File: src/rtl/mem_arbiter.sv
// rtl/mem_arbiter.sv - CPU/DMA arbiter for the shared SRAM processor port
module mem_arbiter #(
  parameter int ADDR_WIDTH = 18,
  parameter int WORD_WIDTH = 36,
  parameter int NXM_CYCLES = 64
) (
  input  logic                  clk,
  input  logic                  reset,
  input  logic [ADDR_WIDTH-1:0] cpu_addr,
  input  logic [WORD_WIDTH-1:0] cpu_write_data,
  input  logic                  cpu_read,
  input  logic                  cpu_write,
  input  logic                  cpu_user,
  output logic [WORD_WIDTH-1:0] cpu_read_data,
  output logic                  cpu_ack,
  output logic                  cpu_nxm,
  input  logic [ADDR_WIDTH-1:0] dma_addr,
  input  logic [WORD_WIDTH-1:0] dma_write_data,
  input  logic                  dma_read,
  input  logic                  dma_write,
  input  logic                  dma_user,
  output logic [WORD_WIDTH-1:0] dma_read_data,
  output logic                  dma_ack,
  output logic                  dma_nxm,
  output logic [ADDR_WIDTH-1:0] mem_addr,
  output logic [WORD_WIDTH-1:0] mem_write_data,
  output logic                  mem_read,
  output logic                  mem_write,
  output logic                  mem_user,
  input  logic [WORD_WIDTH-1:0] mem_read_data,
  input  logic                  mem_ack
);

  typedef enum logic [1:0] {IDLE, BUSY_CPU, BUSY_DMA, DONE} state_t;

  localparam int CNT_WIDTH = (NXM_CYCLES > 2) ? $clog2(NXM_CYCLES) : 1;

  state_t               state, state_next;
  logic                 last_grant;  // 1 = DMA held the port last
  logic [CNT_WIDTH-1:0] cnt;
  logic                 cpu_req, dma_req, grant, grant_dma;
  logic                 owner_req, owner_ack, timeout, complete;

  assign cpu_req   = cpu_read | cpu_write;
  assign dma_req   = dma_read | dma_write;
  assign grant     = (cpu_req | dma_req) & ~mem_ack;
  assign grant_dma = dma_req & (~cpu_req | ~last_grant);
  assign owner_req = last_grant ? dma_req : cpu_req;
  assign owner_ack = last_grant ? dma_ack : cpu_ack;
  // The edge that would take the counter to NXM_CYCLES-1 is the timeout edge.
  assign timeout   = (cnt == CNT_WIDTH'(NXM_CYCLES - 2));
  assign complete  = mem_ack | timeout;

  always_ff @(posedge clk or posedge reset) begin
    if (reset) state <= IDLE;
    else       state <= state_next;
  end

  always_comb begin
    state_next = state;
    case (state)
      IDLE:               if (grant) state_next = grant_dma ? BUSY_DMA : BUSY_CPU;
      BUSY_CPU, BUSY_DMA: if (complete) state_next = DONE;
      // Once the ack has been withdrawn the requester has released; only a stale mem_ack holds us.
      DONE:               if (!mem_ack && (!owner_req || !owner_ack)) state_next = IDLE;
      default:            state_next = IDLE;
    endcase
  end

  always_ff @(posedge clk or posedge reset) begin
    if (reset) begin
      last_grant     <= 1'b1;
      cnt            <= '0;
      mem_addr       <= '0;
      mem_write_data <= '0;
      mem_read       <= 1'b0;
      mem_write      <= 1'b0;
      mem_user       <= 1'b0;
      cpu_read_data  <= '0;
      cpu_ack        <= 1'b0;
      cpu_nxm        <= 1'b0;
      dma_read_data  <= '0;
      dma_ack        <= 1'b0;
      dma_nxm        <= 1'b0;
    end else begin
      case (state)
        IDLE: if (grant) begin
          mem_addr       <= grant_dma ? dma_addr : cpu_addr;
          mem_write_data <= grant_dma ? dma_write_data : cpu_write_data;
          mem_user       <= grant_dma ? dma_user : cpu_user;
          mem_write      <= grant_dma ? dma_write : cpu_write;
          mem_read       <= grant_dma ? (dma_read & ~dma_write) : (cpu_read & ~cpu_write);
          cnt            <= '0;
          last_grant     <= grant_dma;
        end
        BUSY_CPU, BUSY_DMA: begin
          cnt <= cnt + 1'b1;
          if (complete) begin
            mem_read  <= 1'b0;
            mem_write <= 1'b0;
            if (state == BUSY_DMA) begin
              dma_ack <= 1'b1;
              dma_nxm <= ~mem_ack;
              if (mem_read) dma_read_data <= mem_ack ? mem_read_data : '0;
            end else begin
              cpu_ack <= 1'b1;
              cpu_nxm <= ~mem_ack;
              if (mem_read) cpu_read_data <= mem_ack ? mem_read_data : '0;
            end
          end
        end
        DONE: if (!owner_req) begin
          cpu_ack <= 1'b0;
          cpu_nxm <= 1'b0;
          dma_ack <= 1'b0;
          dma_nxm <= 1'b0;
        end
        default: ;
      endcase
    end
  end

endmodule

File: config.mk
export PLATFORM = sky130hd
export DESIGN_NAME = mem_arbiter
export DESIGN_NICKNAME = d
export VERILOG_FILES = /design/src/rtl/mem_arbiter.sv
export SDC_FILE = /design/constraint.sdc
export NUM_CORES = 1
export LEC_CHECK = 0
export BUFFER_PORTS_ARGS = -buffer_cell sky130_fd_sc_hd__buf_2
export CORE_MARGIN = 2
export CORE_UTILIZATION = 43
export DETAILED_ROUTE_END_ITERATION = 8
export PLACE_DENSITY = 0.8
export SLEW_MARGIN = 20
export SYNTH_ARGS = -nofsm -noshare
export SYNTH_HDL_FRONTEND = slang
export SYNTH_SLANG_ARGS = --single-unit
export TNS_END_PERCENT = 30
File: constraint.sdc
create_clock -name clk -period 4.8 [get_ports clk]
set_clock_uncertainty 0.2 [all_clocks]
set_input_delay 0.72 -clock clk [delete_from_list [all_inputs] [get_ports clk]]
set_output_delay 0.72 -clock clk [all_outputs]
set_load 0.01 [all_outputs]
==> summary.txt <==
Startpoint types -> flip-flop
Crit end category -> flip-flop
Vias -> 4982
Final setup violating endpoints -> 0
Antenna Nets Post-Route -> 0
F_max -> 0.334 GHz
Sequential fraction of the synthesis area -> 55.3%
Count leader, synth -> dfrtp_1
Synth Instances -> 537
Placed Cells -> 980
Crit path max-delay family -> simple AND/OR/NAND/NOR gates
Chip Width -> 126 um
Initial DRC Count -> 222
Mapped Nets -> 697
Setup CP Type -> reg2reg
Relative slew slack -> 32.8%
Pin count of the biggest net entering global routing -> 115
Diode count -> 0
Multi-input gate area -> 2690 um2
Vias in the first global route -> 4915
Core Area -> 14600 um2
Num CTS Buffers -> 17
Initial core utilization -> 44.0%
Power per cell area -> 620 nW/um2
DRT Wirelength -> 15.4 mm
Post-synth top area share -> 54.9%
Crit path DAT -> 3.08 ns
CP Max Fanout -> 36
Clock slew at reported path FFs -> 0.06 ns
Clock tree buffer depth -> 2
Postcts setup bufs -> 0
Crit share post-route -> 62.3%
Hold_buf cts -> 0
Most used DFF post-synth -> dfrtp_1
Cell row count -> 44
GRT Resource Usage Total -> 19.7%
Outcome -> completed
Final Hold Slack -> 0.268 ns
Worst path buffer plus inverter count -> 2
Distinct cells, synth -> 38
Clk_lat worst skew -> 0.41 ns
DR vias/cell -> 4.93
# resized after CTS -> 0
Mean Syn Cell Area -> 12.0 um2
Number of fill cells in the layout -> 1240
Largest area contributor in the netlist -> dfrtp_1
GPL Wtd Cong -> 0.818
Gr ovfl total -> 0
Slew Limit Fails -> 0
Ports -> 286
Hold Crit Class -> in2async
Fin Setup TNS -> 0 ns
Tot Pwr -> 5.29 mW
DP HPWL -> 11.4 mm
DRC viols -> 0
Max incr delay on CP -> 0.77 ns
First-pass GRT wire length -> 24.6 mm
Warnings, synthesis -> 0
CTS tree -> done
Fin. Hold Viols -> 0
Crit path cell chain -> inv_1 -> ha_1 -> inv_1 -> nor2_1 -> nand3_2 -> mux2_2
Htree depth -> 4
Initial antenna violation count -> 1
Layout Cells excl Fill -> 1011
CTS Sinks -> 142
Leakage power -> 4.71 nW
Post-synth top cells -> 141 x dfrtp_1, 74 x mux2_2, 64 x nand2_1, 60 x mux2i_1, 39 x o21ai_0
Area Overhead vs Synth -> 32.9%
Peak VDD IR -> 258 uV
Pre-antenna DRT Iters -> 4
Post-synthesis instance area -> 6420 um2
# port buffers -> 285
Top post-synthesis cells by area -> dfrtp_1 55%, mux2_2 13%, mux2i_1 9.3%, nand2_1 3.7%, and2_1 3.7%
Post-layout util -> 58.5%
Root buf cell -> clkbuf_16
RSZ-0062 raised after global routing -> false
Reg area -> 3550 um2
Number of synthesized flops with an enable pin -> 0
Asr flop ratio synth -> 100%
CP Data Required Time -> 4.89 ns
Die area -> 15900 um2
Slew @ Worst Pin -> 1.00 ns
Min cycle time layout -> 2.99 ns
Slowest CP cell -> nand3_2
Most frequent CP cell -> inv_1
Drt wl/cell -> 15.2 um
MaxCap Viol Count -> 0
Nets -> 975
Die Y -> 126 um
Yosys reg bits -> 142
Share of cells above drive strength 1 -> 48.7%
## sequential cells by signal, indices dropped and copies added, names as in the netlist, 2 cells and up
register / cells
mem_addr: 18
dma_read_data: 36
cnt: 6
cpu_read_data: 36
state: 2
mem_write_data: 36
## cell usage in the layout, fill, tap and decap left out, types with 2 or more instances in the layout
cell type and n:
nand2_1 64, dfrtp_1 141, o21ai_1 27, buf_4 4, mux2i_1 60, a21o_1 2
o21ai_0 39, and3_1 2, a211o_1 3, mux2_2 74, clkinvlp_4 4, nand3_2 2
or3_1 5, clkbuf_16 17, o2111a_1 2, clkbuf_8 2, inv_1 8, a21oi_1 7
nand3_1 2, nand2b_1 2, buf_2 285, ha_1 7, inv_6 3, nor2_1 5
and2_1 38, clkinv_2 3
## worst paths after layout
kind	startpoint	end	slack [ns]	depth (start not counted)
worst min-delay path	reset	mem_write_data[0]$_DFFE_PP0P_	0.27	2
worst max-delay path	state[1]$_DFFE_PP0P_	cpu_read_data[30]$_DFFE_PP0P_	1.81	6
worst min register to register	mem_write_data[20]$_DFFE_PP0P_	mem_write_data[20]$_DFFE_PP0P_	0.27	2
min in group clk	mem_write_data[20]$_DFFE_PP0P_	mem_write_data[20]$_DFFE_PP0P_	0.27	2
max in group asynchronous	reset	mem_addr[10]$_DFFE_PP0P_	3.28	3
worst max register to register	state[1]$_DFFE_PP0P_	cpu_read_data[30]$_DFFE_PP0P_	1.81	6
## area by class of cell
| cell class | count | share of cell area [%] |
|---|---|---|
| flip-flops and latches | 142 | 41.6 |
| clock buffers | 19 | 5.31 |
| multi-input cells | 356 | 31.5 |
| inverters | 9 | 0.484 |
| repair buffers | 289 | 17.1 |
| clock inverters | 12 | 1.29 |
| well taps | 184 | 2.70 |
## logic make-up after synthesis
| logic type | count (synthesis) | synth area share (%) |
|---|---|---|
| flip-flops | 142 | 55.3 |
| buffers and inverters | 39 | 3.06 |
| adder cells (fa/ha/maj) | 7 | 1.36 |
| AO/OA/AOI/OAI | 88 | 7.93 |
| AND/OR/NAND/NOR | 127 | 9.99 |
| multiplexers | 134 | 22.3 |
## routing by layer
metal / vias to the layer above / GRT usage [%] / routed length [um]
met3: 22 / 4.80 / 1060
met5: - / 0 / 0
li1: 2432 / - / -
met1: 2328 / 23.1 / 6230
met2: 200 / 34.9 / 7880
met4: 0 / 7.43 / 248
## power breakdown
group / switching, mW / total (mW) / internal (mW)
logic: 1.08 / 2.03 / 0.945
registers: 0.296 / 2.03 / 1.73
clock network: 0.499 / 1.24 / 0.739
total: 1.88 / 5.29 / 3.42
## metrics by stage
stage                     area [um2]  setup slack (ns)
after CTS                       8530              1.77
after global placement          7970              1.65
after floorplan                 6420            0.0721
after global routing            8540              1.60
final                           8540              1.81
after detailed placement        7970              1.57
(Power assumes the default switching activity.)
